## src/rtl/key_pkg.sv

```systemverilog
// Shared definitions for the multi-key debouncer: channel FSM encoding and
// helpers that turn millisecond timings into cycle counts and counter widths.
// Pure declarations; no logic, no latency, no flow control.
package key_pkg;

  typedef enum logic [1:0] {
    KS_IDLE   = 2'd0,
    KS_HELD   = 2'd1,
    KS_REPEAT = 2'd2
  } key_state_e;

  // Cycles in 'ms' milliseconds of a clock running at 'freq' Hz.
  function automatic int ms_to_cycles(input int freq, input int ms);
    return (freq / 1000) * ms;
  endfunction

  // Bits needed for a counter that must be able to hold 'terminal'.
  function automatic int cnt_width(input int terminal);
    return $clog2(terminal + 1);
  endfunction

endpackage

```

## src/rtl/key_debounce_multi_if.sv

```systemverilog
// Key pin bundle and conditioned event outputs of the multi-key debouncer.
// Carries combinational wires only; no latency of its own.
// No backpressure: events are single-cycle pulses the consumer must sample.
interface key_debounce_multi_if #(
  parameter int KEY_NUM = 4
);

  logic [KEY_NUM-1:0] I_key;
  logic [KEY_NUM-1:0] O_key_level;
  logic [KEY_NUM-1:0] O_press;
  logic [KEY_NUM-1:0] O_release;
  logic [KEY_NUM-1:0] O_long;
  logic [KEY_NUM-1:0] O_repeat;
  logic [KEY_NUM-1:0] O_toggle;

  // Side that owns the pins and consumes the events.
  modport master (
    output I_key,
    input  O_key_level, O_press, O_release, O_long, O_repeat, O_toggle
  );

  // The debouncer itself.
  modport slave (
    input  I_key,
    output O_key_level, O_press, O_release, O_long, O_repeat, O_toggle
  );

endinterface

```

## src/rtl/key_debounce_chan.sv

```systemverilog
// One key channel: 2-FF synchroniser, debounce counter, press/long/repeat FSM.
// Latency: settled pin to level/press is 2+DB_CNT cycles; all outputs registered.
// No backpressure: events are one-cycle pulses, dropped if not sampled.
module key_debounce_chan
  import key_pkg::*;
#(
  parameter int DB_CNT     = 20,
  parameter int LONG_CNT   = 100,
  parameter int REP_CNT    = 50,
  parameter bit ACTIVE_LOW = 1'b1
) (
  input  logic I_clk,
  input  logic sys_resetn,
  input  logic key_in,
  output logic level,
  output logic press,
  output logic rel,
  output logic long_p,
  output logic rep,
  output logic toggle
);

  localparam int DB_W   = cnt_width(DB_CNT);
  localparam int HOLD_W = cnt_width((LONG_CNT > REP_CNT) ? LONG_CNT : REP_CNT);

  localparam logic [DB_W-1:0]   DB_TERM   = DB_W'(DB_CNT - 1);
  localparam logic [HOLD_W-1:0] LONG_TERM = HOLD_W'(LONG_CNT - 1);
  localparam logic [HOLD_W-1:0] REP_TERM  = HOLD_W'(REP_CNT - 1);

  // Raw pin level that means "not pressed"; synchroniser resets to it so a
  // key held through reset is re-detected with the full latency.
  localparam logic PIN_RELEASED = ACTIVE_LOW ? 1'b1 : 1'b0;

  logic sync1, sync2;
  logic key_n;
  logic differ;
  logic accept;

  logic [DB_W-1:0]   db, db_nxt;
  logic [HOLD_W-1:0] hold, hold_nxt;

  key_state_e state, state_nxt;
  logic press_nxt, rel_nxt, long_nxt, rep_nxt, toggle_nxt;

  // Two-stage synchroniser for the asynchronous pin.
  always_ff @(posedge I_clk or negedge sys_resetn) begin
    if (!sys_resetn) begin
      sync1 <= PIN_RELEASED;
      sync2 <= PIN_RELEASED;
    end else begin
      sync1 <= key_in;
      sync2 <= sync1;
    end
  end

  assign key_n = ACTIVE_LOW ? ~sync2 : sync2;

  // Debounce: count consecutive cycles the input disagrees with the level;
  // accepting the change on the terminal count also clears the counter.
  always_comb begin
    differ = (key_n != level);
    accept = differ && (db == DB_TERM);
    db_nxt = '0;
    if (differ && !accept) begin
      db_nxt = db + DB_W'(1);
    end
  end

  // Debounce counter and accepted level.
  always_ff @(posedge I_clk or negedge sys_resetn) begin
    if (!sys_resetn) begin
      db    <= '0;
      level <= 1'b0;
    end else begin
      db    <= db_nxt;
      level <= level ^ accept;
    end
  end

  // Channel FSM next state and event pulses; a release accepted in the same
  // cycle as a terminal hold count wins and suppresses the long/repeat pulse.
  always_comb begin
    state_nxt  = state;
    hold_nxt   = hold + HOLD_W'(1);
    press_nxt  = 1'b0;
    rel_nxt    = 1'b0;
    long_nxt   = 1'b0;
    rep_nxt    = 1'b0;
    toggle_nxt = toggle;
    case (state)
      KS_IDLE: begin
        hold_nxt = '0;
        if (accept && key_n) begin
          state_nxt  = KS_HELD;
          press_nxt  = 1'b1;
          toggle_nxt = ~toggle;
        end
      end
      KS_HELD: begin
        if (accept) begin
          state_nxt = KS_IDLE;
          rel_nxt   = 1'b1;
          hold_nxt  = '0;
        end else if (hold == LONG_TERM) begin
          state_nxt = KS_REPEAT;
          long_nxt  = 1'b1;
          hold_nxt  = '0;
        end
      end
      KS_REPEAT: begin
        if (accept) begin
          state_nxt = KS_IDLE;
          rel_nxt   = 1'b1;
          hold_nxt  = '0;
        end else if (hold == REP_TERM) begin
          rep_nxt  = 1'b1;
          hold_nxt = '0;
        end
      end
      default: begin
        state_nxt = KS_IDLE;
        hold_nxt  = '0;
      end
    endcase
  end

  // FSM state, hold counter and registered event outputs.
  always_ff @(posedge I_clk or negedge sys_resetn) begin
    if (!sys_resetn) begin
      state  <= KS_IDLE;
      hold   <= '0;
      press  <= 1'b0;
      rel    <= 1'b0;
      long_p <= 1'b0;
      rep    <= 1'b0;
      toggle <= 1'b0;
    end else begin
      state  <= state_nxt;
      hold   <= hold_nxt;
      press  <= press_nxt;
      rel    <= rel_nxt;
      long_p <= long_nxt;
      rep    <= rep_nxt;
      toggle <= toggle_nxt;
    end
  end

endmodule

```

## src/rtl/key_debounce_multi.sv

```systemverilog
// Multi-key push-button conditioner: KEY_NUM independent debounce channels.
// Latency: 2+DB_CNT cycles pin to press/release; long/repeat timed from press.
// No backpressure: all events are registered one-cycle pulses.
module key_debounce_multi
  import key_pkg::*;
#(
  parameter int CLK_FREQ    = 27_000_000,
  parameter int KEY_NUM     = 4,
  parameter int DEBOUNCE_MS = 20,
  parameter int LONG_MS     = 500,
  parameter int REPEAT_MS   = 100,
  parameter int ACTIVE_LOW  = 1
) (
  input  logic                  I_clk,
  input  logic                  sys_resetn,
  key_debounce_multi_if.slave   bus
);

  localparam int DB_CNT   = ms_to_cycles(CLK_FREQ, DEBOUNCE_MS);
  localparam int LONG_CNT = ms_to_cycles(CLK_FREQ, LONG_MS);
  localparam int REP_CNT  = ms_to_cycles(CLK_FREQ, REPEAT_MS);

  // Counters compare against constant-1 terminals, so anything below 2
  // would leave no room to count.
  if (DB_CNT < 2) begin : g_bad_db
    $error("key_debounce_multi: debounce count must be at least 2 cycles");
  end
  if (LONG_CNT < 2) begin : g_bad_long
    $error("key_debounce_multi: long-press count must be at least 2 cycles");
  end
  if (REP_CNT < 2) begin : g_bad_rep
    $error("key_debounce_multi: repeat count must be at least 2 cycles");
  end
  if (KEY_NUM < 1 || KEY_NUM > 16) begin : g_bad_num
    $error("key_debounce_multi: KEY_NUM must be in 1..16");
  end

  wire [KEY_NUM-1:0] level_w;
  wire [KEY_NUM-1:0] press_w;
  wire [KEY_NUM-1:0] rel_w;
  wire [KEY_NUM-1:0] long_w;
  wire [KEY_NUM-1:0] rep_w;
  wire [KEY_NUM-1:0] toggle_w;

  for (genvar i = 0; i < KEY_NUM; i++) begin : g_chan
    key_debounce_chan #(
      .DB_CNT     (DB_CNT),
      .LONG_CNT   (LONG_CNT),
      .REP_CNT    (REP_CNT),
      .ACTIVE_LOW (ACTIVE_LOW != 0)
    ) u_chan (
      .I_clk      (I_clk),
      .sys_resetn (sys_resetn),
      .key_in     (bus.I_key[i]),
      .level      (level_w[i]),
      .press      (press_w[i]),
      .rel        (rel_w[i]),
      .long_p     (long_w[i]),
      .rep        (rep_w[i]),
      .toggle     (toggle_w[i])
    );
  end

  assign bus.O_key_level = level_w;
  assign bus.O_press     = press_w;
  assign bus.O_release   = rel_w;
  assign bus.O_long      = long_w;
  assign bus.O_repeat    = rep_w;
  assign bus.O_toggle    = toggle_w;

endmodule

```

## src/flat_wrapper.sv

```systemverilog
// flat-port wrapper written by rule: the top's interface ports become plain ports
module key_debounce_multi_flat import key_pkg::*;
#(
  parameter int CLK_FREQ    = 27_000_000,
  parameter int KEY_NUM     = 4,
  parameter int DEBOUNCE_MS = 20,
  parameter int LONG_MS     = 500,
  parameter int REPEAT_MS   = 100,
  parameter int ACTIVE_LOW  = 1
)
  (I_clk, sys_resetn, bus_I_key, bus_O_key_level, bus_O_press, bus_O_release, bus_O_long, bus_O_repeat, bus_O_toggle);
  key_debounce_multi_if #(.KEY_NUM(KEY_NUM)) bus_i ();
  input  logic I_clk;
  input  logic sys_resetn;
  input wire logic [$bits(bus_i.I_key)-1:0] bus_I_key;
  output wire logic [$bits(bus_i.O_key_level)-1:0] bus_O_key_level;
  output wire logic [$bits(bus_i.O_press)-1:0] bus_O_press;
  output wire logic [$bits(bus_i.O_release)-1:0] bus_O_release;
  output wire logic [$bits(bus_i.O_long)-1:0] bus_O_long;
  output wire logic [$bits(bus_i.O_repeat)-1:0] bus_O_repeat;
  output wire logic [$bits(bus_i.O_toggle)-1:0] bus_O_toggle;
  assign bus_i.I_key = bus_I_key;
  assign bus_O_key_level = bus_i.O_key_level;
  assign bus_O_press = bus_i.O_press;
  assign bus_O_release = bus_i.O_release;
  assign bus_O_long = bus_i.O_long;
  assign bus_O_repeat = bus_i.O_repeat;
  assign bus_O_toggle = bus_i.O_toggle;
  key_debounce_multi #(.CLK_FREQ(CLK_FREQ), .KEY_NUM(KEY_NUM), .DEBOUNCE_MS(DEBOUNCE_MS), .LONG_MS(LONG_MS), .REPEAT_MS(REPEAT_MS), .ACTIVE_LOW(ACTIVE_LOW)) u_core (.I_clk(I_clk), .sys_resetn(sys_resetn), .bus(bus_i));
endmodule
```

## config.mk

```make
export PLATFORM = sky130hd
export DESIGN_NAME = key_debounce_multi_flat
export DESIGN_NICKNAME = d
export VERILOG_FILES = /design/src/rtl/key_pkg.sv /design/src/rtl/key_debounce_multi_if.sv /design/src/rtl/key_debounce_chan.sv /design/src/rtl/key_debounce_multi.sv /design/src/flat_wrapper.sv
export SDC_FILE = /design/constraint.sdc
export NUM_CORES = 1
export LEC_CHECK = 0
export ABC_AREA = 1
export BUFFER_PORTS_ARGS = -buffer_cell sky130_fd_sc_hd__buf_2
export CAP_MARGIN = 20
export CELL_PAD_IN_SITES_DETAIL_PLACEMENT = 1
export CELL_PAD_IN_SITES_GLOBAL_PLACEMENT = 1
export CORE_ASPECT_RATIO = 0.75
export CORE_MARGIN = 8
export CORE_UTILIZATION = 51
export CTS_CLUSTER_SIZE = 8
export DETAILED_ROUTE_END_ITERATION = 16
export PLACE_DENSITY_LB_ADDON = 0.15
export SETUP_SLACK_MARGIN = 0.3
export SLEW_MARGIN = 10
export SYNTH_ARGS = -nofsm -noshare
export SYNTH_HDL_FRONTEND = slang
export SYNTH_SLANG_ARGS = --single-unit
```

## constraint.sdc

```tcl
create_clock -name I_clk -period 2.9 [get_ports I_clk]
set_clock_uncertainty 0.1 [all_clocks]
set_input_delay 0.725 -clock I_clk [delete_from_list [all_inputs] [get_ports I_clk]]
set_output_delay 0.725 -clock I_clk [all_outputs]
set_load 0.02 [all_outputs]
```

# Yosys cells after proc, flatten, opt, wreduce, memory -nomap -nowiden

Index checks and enable logic that the tools add are counted.

Register bits after elaboration: 216
Input bits: 6
Output and inout bits: 24
Logic and storage cells: 216

Add/subtract/negate cells: 8
Eq/ne operators: 36
Muxes and demuxes: 84
Bitwise operators: 12
Reductions and logical operators: 32

Operators by type and width:

| operator                                              | number |
|---|---|
| 2-to-1 mux 24 bit                                     | 16 |
| case mux 24 bit (2 select lines)                      | 4 |
| adder 24 x 1 -> 24 bit, second input constant         | 4 |
| equality test 24 x 22 -> 1 bit, second input constant | 4 |
| equality test 24 bit, second input constant           | 4 |
| adder 20 x 1 -> 20 bit, second input constant         | 4 |
| equality test 20 bit, second input constant           | 4 |
| 2-to-1 mux 20 bit                                     | 4 |
| 2-to-1 mux 1 bit                                      | 40 |
| 2-to-1 mux 2 bit                                      | 16 |
| case mux 2 bit (3 select lines)                       | 4 |
| inequality test 2 bit, second input constant          | 8 |
| logical AND 1 bit                                     | 12 |
| inequality test 3 bit, second input constant          | 4 |
| AND reduction 3 bit                                   | 4 |
| equality test 2 x 1 -> 1 bit, second input constant   | 4 |
| equality test 2 bit, second input constant            | 4 |
| logical NOT 2 bit                                     | 4 |
| NOT 1 bit                                             | 8 |
| AND reduction 2 bit                                   | 4 |
| OR reduction 2 bit                                    | 4 |
| logical NOT 1 bit                                     | 4 |
| inequality test 1 bit                                 | 4 |
| XOR 1 bit                                             | 4 |

# Longest topological paths before layout

Gate-level depths: netlist of run 1.

Depth in word-level cells: 6
Depth in mapped cells: 11
Mapped depth without buffers: 10

# Modules after synthesis

From an unflattened synthesis of run 1, not the netlist that was laid out.

Cell total of the unflattened synthesis: 1,539
Area, all modules: 12,079.1 um2

Modules (own cells, without submodules):

| module                                          | times used | cells each | area an instance (um2) | sequential area each (um2) |
|---|---|---|---|---|
| key_debounce_chan (u_core.g_chan[1].u_chan ...) | 2          | 387        | 3,015.4                | 1,353.8 |
| key_debounce_chan (u_core.g_chan[0].u_chan)     | 1          | 385        | 3,037.9                | 1,353.8 |
| key_debounce_chan (u_core.g_chan[3].u_chan)     | 1          | 380        | 3,010.4                | 1,353.8 |

# Worst setup path before layout of run 1

No wires, ideal clock.

Path kind: register -> register
Start: register u_core.g_chan[1].u_chan.db[0]
End: register u_core.g_chan[1].u_chan.hold[11]
Library setup time: 0.121 ns
Arrival time: 1.544 ns
Required time: 2.679 ns
Setup slack: 1.135 ns
Cell stages (with the launch flop): 10
Path buffers: 1
Period minus slack after synthesis: 1.765 ns
Path through: dfrtp_1 -> ha_1 -> nand3_2 -> nor2_1 -> nand4_1 -> nand3_1 -> nand2_2 -> nand2_2 -> buf_4 -> nor2_1

Cells in the longest elaborated chain, start to end: 4
Elaborated cells between the ends (all ways): 5
Those cells by class: eq/ne: 1; mux: 3; reduce/logical: 1

RTL lines:

| item                                           | RTL line                                           | RTL |
|---|---|---|
| start: declaration                             | key_debounce_chan.sv:39                            | `logic [DB_W-1:0] db, db_nxt;` |
| start signal: assignment                       | key_debounce_chan.sv:75                            | `db <= db_nxt;` |
| equality test 20 bit *                         | key_debounce_chan.sv:62                            | `accept = differ && (db == DB_TERM);` |
| logical AND 1 bit *                            | key_debounce_chan.sv:62                            |  |
| 2-to-1 mux 24 bit (on tied branches)           | key_debounce_chan.sv:111, key_debounce_chan.sv:100 |  |
| case mux 24 bit (2 select lines) *             | key_debounce_chan.sv:90                            | `case (state)` |
| named net u_core.g_chan[1].u_chan.hold_nxt[11] | key_debounce_chan.sv:40                            | `logic [HOLD_W-1:0] hold, hold_nxt;` |
| end signal: assignment                         | key_debounce_chan.sv:139                           | `hold <= hold_nxt;` |
| end: declaration                               | key_debounce_chan.sv:40                            |  |

Mark *: on every way through the listed nets, which the timed path passes. The rest lies on a longest branch.
A chain may end at the register's enable or synchronous reset.

# Worst setup path after layout of run 1

Start: register u_core.g_chan[1].u_chan.db[0]
End: register u_core.g_chan[1].u_chan.hold[9]

Same word-level chain as after synthesis.

==> summary.txt, run 1 <==
Outcome
  • Outcome: completed

Timing
  • Final hold violation count: 0
  • Post-route setup TNS: 0 ns
  • Slew HR: 0.643
  • Max Fclk: 455 MHz
  • Crit path time final: between 2 and 2.5 ns
  • Final setup fails: 0
  • Final slew viol count: 0
  • Worst-Margin Slew: around 0.54 ns
  • RSZ-0062 raised after global routing: no
  • Period utilisation layout: 0.759

GRT
  • Wire length of the first global-routing pass: approximately 55000 um
  • Largest net degree at the start of global routing: 63
  • Grt ovf: 0
  • Antenna violations before repair: 0
  • GRT Util Overall: 0.222
  • Vias in the first global route: between 10000 and 15000

Floorplan
  • Core ar.: approximately 24000 sq um
  • Die Y: between 100 and 150 um
  • DIE WIDTH: 194 um
  • # rows: slightly below 50
  • Initial core utilization: 0.514
  • I/O pin cnt: 30
  • Die Footprint: just under 30000 sq um

Finish
  • Final instance area: between 10000 and 15000 sq um
  • Layout cell share with drive strength beyond 1: 0.0788
  • Layout Utilization: 0.564
  • Fill cells: 2983
  • NumNets Final: approximately 1700
  • Area added between synthesis and finish: 9.91%
  • # diodes: 0

Synthesis
  • Area fraction of the dominant cell type after synthesis: 0.427
  • Yosys cell types: 39
  • Register area share after synthesis: 0.444
  • Synth Warn #: 0
  • List of most frequent post-synthesis cells: nand2_1 (327), nor2_1 (320), dfrtp_1 (208)
  • Ys async rst share: 1.00
  • Post-synthesis cell count: between 1500 and 2000
  • Post-synth EDFFs: 0
  • Avg Inst Size Synth: roughly 7.6 sq um
  • Post-synth net total: 1622
  • Area contributors post-synth: dfrtp_1 (43%), nand2_1 (10%), nor2_1 (9.9%), inv_1 (6.3%), nand3_1 (4.9%)
  • Flop and latch count out of synthesis: approximately 220
  • Most common cell in the netlist: nand2_1
  • Synth area leader: dfrtp_1
  • Top_reg_cell synth: dfrtp_1
  • Synthesized cell area: 12200 sq um

Routing
  • Via count: between 10000 and 15000
  • WL final: approximately 32000 um
  • DR WL/cell: roughly 16 um
  • Detailed Routing Iterations Pass 1: 4
  • Initial drt markers: 544
  • Post-route ant nets: 0
  • Avg Vias per Cell: approximately 5.4
  • DR DRC count: 0

Power and ir drop
  • Power per Cell Area: 483 nW/um^2
  • Final Power: approximately 6.5 mW
  • Int Power: ~5.1 mW
  • LEAKAGE: ~6.1 nW
  • Psw: about 1.4 mW
  • Clock Power Share: 0.506
  • Seq pwr share: 0.473
  • Switch share: 0.220
  • VDD IR-drop max: 0.476 mV
  • Comb pwr share: 0.021

Placed design
  • Dpl hpwl: around 24000 um
  • I/O Buffers: 29
  • Final RePlAce weighted congestion: between 0.8 and 0.9
  • DP Area: around 13000 sq um

Clocking
  • Clk buf depth: 3
  • Root Driver: clkbuf_16
  • Num CTS Buffers: 30
  • Worst-Skew Late Latency: between 0.5 and 0.6 ns
  • Post-CTS Resized: 0
  • CTS tree: done
  • Clock transition at path regs: approximately 0.06 ns
  • Postcts setup bufs: 0
  • H-tree levels: 1
  • Sink Count: between 200 and 250
  • # hold bufs at CTS: 0

Setup path
  • Crit-path cells: ha_1, nand3_2, nor2_1, nand4_1, nand3_1, nand2_2, nand2_2, nor2_1
  • Critical path capture point type: flip-flop
  • Critical path data arrival time: approximately 2.5 ns
  • Critical Path Max Stage Delay: 0.41 ns
  • Critical-path top delay cell: dfrtp_1
  • Worst Path Required: approximately 3.2 ns
  • WS Path Type: flip-flop to flip-flop
  • Critical Path Fanout Max: 20
  • Critical path startpoint category: flip-flop

Hold path
  • Hold crit path type: input port to async pin

Run
  • Total of max-cap violations: 0
==> through the flow <==
step / std cells / worst slack [ns] / hold WS [ns]
floorplan: 1596 / 1.14 / 0.245
global placement: 1901 / 0.826 / 0.245
detailed placement: 1901 / 0.711 / 0.248
CTS: 1956 / 0.710 / 0.0382
global route: 1956 / 0.462 / 0.0624
finish: 1956 / 0.700 / 0.0444
==> flip-flops by register name, summed over array words and instances (netlist names) <==
| name | count |
|---|---|
| u_core.g_chan.u_chan.hold | 96 |
| u_core.g_chan.u_chan.db | 80 |
| u_core.g_chan.u_chan.state | 8 |
| u_core.g_chan.u_chan.level | 4 |
| u_core.g_chan.u_chan.long_p | 4 |
| u_core.g_chan.u_chan.press | 4 |
| u_core.g_chan.u_chan.rel | 4 |
| u_core.g_chan.u_chan.rep | 4 |
| u_core.g_chan.u_chan.sync1 | 4 |
| u_core.g_chan.u_chan.sync2 | 4 |
| u_core.g_chan.u_chan.toggle | 4 |
==> area by class of cell <==
cell class,instances,area [sq um],area share
Clock buffer,55,866,0.0647
Inverter,205,769,0.0575
Multi-Input combinational cell,1136,5700,0.425
Sequential cell,216,5420,0.404
Tap cell,306,383,0.0286
Timing Repair Buffer,38,260,0.0194
==> cell families (layout without fill, tap and decap cells) <==
group                      count (synthesis)  in the layout  synth area share
and+or+nand+nor                          969            969             0.360
buffers and inverters                    244            298            0.0879
DFF                                      216            216             0.444
xor gates and xnor gates                  76             76            0.0546
AOI/OAI and AO/OA                         71             71            0.0328
adders and majority gates                 20             20            0.0205
==> worst max-delay path, delay by kind of cell (launching register included) <==
kind          cells  cell delay [ns]
simple gates      7             1.25
flops             1             0.41
fa+ha+maj         1             0.27
==> layout by cell type (no fill, tap or decap), types with 13 or more instances in the layout <==
| cell | Yosys | layout |
|---|---|---|
| nand2_1 | 327 | 327 |
| ha_1 | 20 | 20 |
| nor3b_1 | 13 | 13 |
| nor3_1 | 56 | 56 |
| nand4_1 | 61 | 61 |
| xor2_1 | 43 | 43 |
| clkbuf_16 | 0 | 31 |
| o21ai_0 | 19 | 18 |
| xnor2_1 | 33 | 33 |
| clkbuf_1 | 0 | 24 |
| nand3_1 | 119 | 119 |
| a21oi_1 | 29 | 29 |
| nor2_1 | 320 | 320 |
| dfrtp_1 | 208 | 208 |
| inv_1 | 204 | 204 |
| buf_2 | 6 | 28 |
| nor2_2 | 19 | 19 |
==> layer usage <==
| layer | GRT usage | vias up | part of all wire |
|---|---|---|---|
| met5 | 0 | - | 0 |
| met4 | 0.0465 | 0 | 0.016 |
| met3 | 0.0346 | 41 | 0.035 |
| met2 | 0.360 | 170 | 0.45 |
| met1 | 0.312 | 5180 | 0.50 |
| li1 | - | 5133 | - |
==> path summary, 6_finish.rpt <==
kind                                          startpoint                         endpoint  slack, ns  cells past startpoint
setup / recovery           u_core.g_chan[1].u_chan.db[0]  u_core.g_chan[1].u_chan.hold[9]       0.70                      8
hold / removal                                sys_resetn  u_core.g_chan[0].u_chan.hold[3]       0.04                      1
setup reg to reg           u_core.g_chan[1].u_chan.db[0]  u_core.g_chan[1].u_chan.hold[9]       0.70                      8
hold reg to reg            u_core.g_chan[0].u_chan.sync1    u_core.g_chan[0].u_chan.sync2       0.25                      0
max in group asynchronous                     sys_resetn    u_core.g_chan[3].u_chan.sync2       1.90                      2
min in group I_clk                          bus_I_key[2]    u_core.g_chan[2].u_chan.sync1       0.18                      1
==> power by group through the flow <==
stage	combinational (mW)	sequential, mW	clock (mW)
2_1_floorplan	0.0479	3.11	0
3_3_place_gp	0.138	3.11	0
3_5_place_dp	0.143	3.11	0
4_1_cts	0.144	3.06	3.36
5_1_grt	0.160	3.06	3.46
6_report	0.138	3.06	3.28
Power figures use the tool's default switching activity.
==> inputs of run 2 (changes only) <==
--- a/config.mk
+++ b/config.mk
@@ -5,14 +5,14 @@
 export SDC_FILE = /design/constraint.sdc
 export NUM_CORES = 1
 export LEC_CHECK = 0
-export ABC_AREA = 1
+export ABC_AREA = 0
 export BUFFER_PORTS_ARGS = -buffer_cell sky130_fd_sc_hd__buf_2
 export CAP_MARGIN = 20
 export CELL_PAD_IN_SITES_DETAIL_PLACEMENT = 1
 export CELL_PAD_IN_SITES_GLOBAL_PLACEMENT = 1
 export CORE_ASPECT_RATIO = 0.75
 export CORE_MARGIN = 8
-export CORE_UTILIZATION = 51
+export CORE_UTILIZATION = 45
 export CTS_CLUSTER_SIZE = 8
 export DETAILED_ROUTE_END_ITERATION = 16
 export PLACE_DENSITY_LB_ADDON = 0.15
==> constraint.sdc (replaced) <==
create_clock -name I_clk -period 1.8 [get_ports I_clk]
set_clock_uncertainty 0.1 [all_clocks]
set_input_delay 0.45 -clock I_clk [delete_from_list [all_inputs] [get_ports I_clk]]
set_output_delay 0.45 -clock I_clk [all_outputs]
set_load 0.02 [all_outputs]
==> run 2 against run 1 <==
Against the previous run:
- the flow now finishes with violations (negative setup slack)
- wire length rose by 42%
- non-clock buffer count rose by 299
- core utilization increased by 14 points
- sequential share of layout area shrank 8.0 points
- hold slack gained 0.21 ns
- final area increased by 25%
- global-route usage up 1.3 points
- synthesized cell count is 32% lower
- synthesized area decreased by 11%
- clock power is 71% higher
- first-iteration DRC count grew 21%
==> summary.txt, run 2 <==
Synthesis
  • Area fraction of the dominant cell type after synthesis: 0.482 (+0.0551)
  • Top_reg_cell synth: dfrtp_1
  • Yosys cell types: 60 (+54%)
  • Register area share after synthesis: 0.502 (+0.0573)
  • Synthesized cell area: 10800 sq um (-11%)
  • Ys async rst share: 1.00 (unchanged)
  • Post-synthesis cell count: 1084 (-32%)
  • Most common cell in the netlist: dfrtp_1
  • List of most frequent post-synthesis cells: dfrtp_1 (208), nor2_1 (205), xor2_1 (102)
  • Area contributors post-synth: dfrtp_1 (48%), xor2_1 (8.3%), nor2_1 (7.1%), xnor2_1 (5.4%), nand3_1 (3.5%)
  • Post-synth net total: 1110 (-32%)
  • Synth area leader: dfrtp_1
  • Synth Warn #: 0 (unchanged)
  • Flop and latch count out of synthesis: 216 (unchanged)
  • Post-synth EDFFs: 0 (unchanged)
  • Avg Inst Size Synth: 9.96 sq um (+30%)

GRT
  • Largest net degree at the start of global routing: 48 (-24%)
  • GRT Util Overall: 0.235 (+0.0133)
  • Wire length of the first global-routing pass: 56500 um (+3.7%)
  • Vias in the first global route: 10600 (-4.7%)
  • Antenna violations before repair: 0 (unchanged)
  • Grt ovf: 0 (unchanged)

Finish
  • Final std cells w/o fill: 1737 (-11%)
  • Layout Utilization: 0.703 (+0.138)
  • Area added between synthesis and finish: 54.9%
  • Biggest register: u_core.g_chan.u_chan.hold
  • NumNets Final: 1434 (-13%)
  • Fill cells: 2389 (-20%)
  • Number of flip-flops in the largest register: 96 (unchanged)
  • Commonest non-fill, non-tap cell in the layout: buf_4
  • # diodes: 0 (unchanged)
  • Layout cell share with drive strength beyond 1: 0.470 (+0.391)
  • Most frequent cells in the layout: buf_4 (239), dfrtp_1 (202), xor2_1 (101), nor2_2 (93), nor2_4 (74)
  • Top flop regs: u_core.g_chan.u_chan.hold x96, u_core.g_chan.u_chan.db x80, u_core.g_chan.u_chan.state x8

Timing
  • Post-route worst setup slack: -0.466 ns (-1.17 ns)
  • Hold Slack: 0.254 ns (+0.209 ns)
  • Crit path time final: 2.27 ns (+0.0656 ns)
  • Worst-Margin Slew: 0.597 ns (+0.0617 ns)
  • RSZ-0062 raised after global routing: yes
  • Final hold violation count: 0 (unchanged)
  • Max Fclk: 441 MHz (-2.9%)
  • Final setup fails: 202 (+202)
  • Final slew viol count: 0 (unchanged)
  • Slew HR: 0.602 (-0.0411)
  • Period utilisation layout: 1.26 (+0.500)

Power and ir drop
  • LEAKAGE: 6.93 nW (+14%)
  • Switch share: 0.247 (+0.0274)
  • Clock Power Share: 0.508 (+0.002)
  • VDD IR-drop max: 0.754 mV (+58%)
  • Psw: 2.72 mW (+91%)
  • Final Power: 11.0 mW (+70%)
  • Int Power: 8.29 mW (+64%)
  • Power per Cell Area: 659 nW/um^2 (+36%)
  • Seq pwr share: 0.448 (-0.025)
  • Comb pwr share: 0.044 (+0.023)

Setup path
  • CP Capture Point: u_core.g_chan[3].u_chan.state[1]
  • Critical path data arrival time: 2.64 ns (+0.13 ns)
  • R2R Setup Slk: -0.47 ns (-1.17 ns)
  • WS Path Type: flip-flop to flip-flop
  • R2r startpoint: u_core.g_chan[3].u_chan.hold[8]
  • Bufs and invs on worst path: 0 (unchanged)
  • Delay-heaviest family, CP: simple AND/OR/NAND/NOR gates
  • Critical Path Fanout Max: 3 (-85%)
  • Critical path capture point type: flip-flop
  • Crit-path cells: or4b_1, or4_4, o22a_4, nor4b_4, o21bai_1
  • Critical path depth: 5 (-3)
  • FF-to-FF path depth: 5 (-3)
  • Critical-path top delay cell: or4b_1
  • Critical path startpoint category: flip-flop
  • Reg2reg end: u_core.g_chan[3].u_chan.state[1]
  • CP Launch Point: u_core.g_chan[3].u_chan.hold[8]
  • Worst Path Required: 2.17 ns (-1.04 ns)
  • Critical Path Max Stage Delay: 0.53 ns (+0.12 ns)

Placed design
  • Dpl hpwl: 19300 um (-18%)
  • Final RePlAce weighted congestion: 0.827 (-8.1%)
  • Placed Instances: 1601 (-16%)
  • I/O Buffers: 29 (unchanged)

Floorplan
  • Initial core utilization: 0.454 (-0.0598)
  • Die Footprint: 29200 sq um (+0.35%)
  • I/O pin cnt: 30 (unchanged)
  • Core ar.: 23800 sq um (+0.26%)
  • # rows: 49 (unchanged)
  • Die Y: 150 um (+0.17%)
  • DIE WIDTH: 195 um (+0.18%)

Clocking
  • Num CTS Buffers: 30 (unchanged)
  • Clock transition at path regs: 0.06 ns (about the same)
  • Root Driver: clkbuf_16
  • Clk buf depth: 3 (unchanged)
  • Sink Count: 216 (unchanged)
  • Worst-Skew Late Latency: 0.56 ns (about the same)
  • CTS tree: done
  • H-tree levels: 1 (unchanged)

Routing
  • DR WL/cell: 26.3 um (+60%)
  • Detailed Routing Iterations Pass 1: 7 (+3)
  • WL final: 45600 um (+42%)
  • Via count: 10300 (-2.2%)
  • Avg Vias per Cell: 5.93 (+10%)
  • Post-route ant nets: 0 (unchanged)
  • Initial drt markers: 658 (+21%)
  • DR DRC count: 0 (unchanged)

Outcome
  • Violated checks: negative setup slack
  • Outcome: finished, violations left

Run
  • Total of max-cap violations: 0 (unchanged)

Hold path
  • Hold crit path type: flip-flop to flip-flop
==> run 2: cell count changes in the layout (fill, tap and decap cells not counted), sizes merged, moves of 55 or more <==
cell / previous run / this run
xor2: 43 / 102
nand2: 337 / 65
nand3: 130 / 75
buf: 38 / 326
nor2: 342 / 205
inv: 205 / 29
==> run 2: worst reg2reg max path, cell delays in order, from the launching register on <==
cell      delay, ns
dfrtp_1        0.39
or4b_1         0.53
or4_4          0.48
o22a_4         0.24
nor4b_4        0.27
o21bai_1       0.16
==> run 2: routing by layer <==
metal,GRT usage,share of wire,vias to the layer above
li1,-,-,4383
met5,0,0,-
met2,0.408,0.51,428
met1,0.303,0.40,5311
met3,0.0322,0.046,172
met4,0.0779,0.043,0
==> run 2: kinds of logic (layout without fill, tap and decap cells) <==
group | count (synthesis) | after routing | synth area share
xor gates and xnor gates | 169 | 169 | 0.137
and+or+nand+nor | 559 | 565 | 0.272
adders and majority gates | 20 | 20 | 0.0232
DFF | 216 | 216 | 0.502
AOI/OAI and AO/OA | 40 | 40 | 0.0265
buffers and inverters | 80 | 421 | 0.0392
==> run 2: layout make-up <==
cell class,instances,area (sq um),area share
multi-input cells,794,6700,0.401
flip-flops and latches,216,5420,0.324
repair buffers,337,3230,0.193
clock buffers,55,866,0.0518
well taps,306,383,0.0229
inverters,29,111,0.00666
==> run 2: how the worst min path moves through the flow <==
stage / startpoint / end / slack, ns / depth (start not counted)
global route: u_core.g_chan[0].u_chan.sync1 / u_core.g_chan[0].u_chan.sync2 / 0.26 / 0
floorplan: sys_resetn / u_core.g_chan[0].u_chan.db[0] / 0.05 / 0
finish: u_core.g_chan[2].u_chan.sync1 / u_core.g_chan[2].u_chan.sync2 / 0.25 / 0
global placement: u_core.g_chan[1].u_chan.sync1 / u_core.g_chan[1].u_chan.sync2 / 0.25 / 0
CTS: u_core.g_chan[3].u_chan.sync1 / u_core.g_chan[3].u_chan.sync2 / 0.25 / 0
detailed placement: u_core.g_chan[1].u_chan.sync1 / u_core.g_chan[1].u_chan.sync2 / 0.25 / 0
==> run 2: repair_timing <==
item / 4_1_cts / 5_1_grt
gates cloned: 15 / 8
pin swaps: 63 / 71
setup buffers: 33 / 20
endpoints found under the setup margin: 228 / 228
hold buffers: 5 / 0
gates resized for setup: 221 / 257
endpoints found under the hold margin: 37 / 0
==> run 2: power groups by stage <==
| stage | clock, mW | combinational (mW) | sequential (mW) |
|---|---|---|---|
| floorplan | 0 | 0.0783 | 5.01 |
| global placement | 0 | 0.281 | 5.00 |
| detailed placement | 0 | 0.290 | 5.00 |
| CTS | 5.45 | 0.392 | 4.92 |
| global route | 5.78 | 0.525 | 4.93 |
| finish | 5.60 | 0.486 | 4.93 |
==> run 2: through the flow <==
stage	worst slack (ns)	instance area, sq um	TNS, ns
finish	-0.466	16700	-50.24
global route	-0.492	16700	-59.52
CTS	-0.305	15300	-26.71
detailed placement	-0.291	13000	-23.76
global placement	-0.266	13000	-18.62
floorplan	-0.252	11000	-23.17
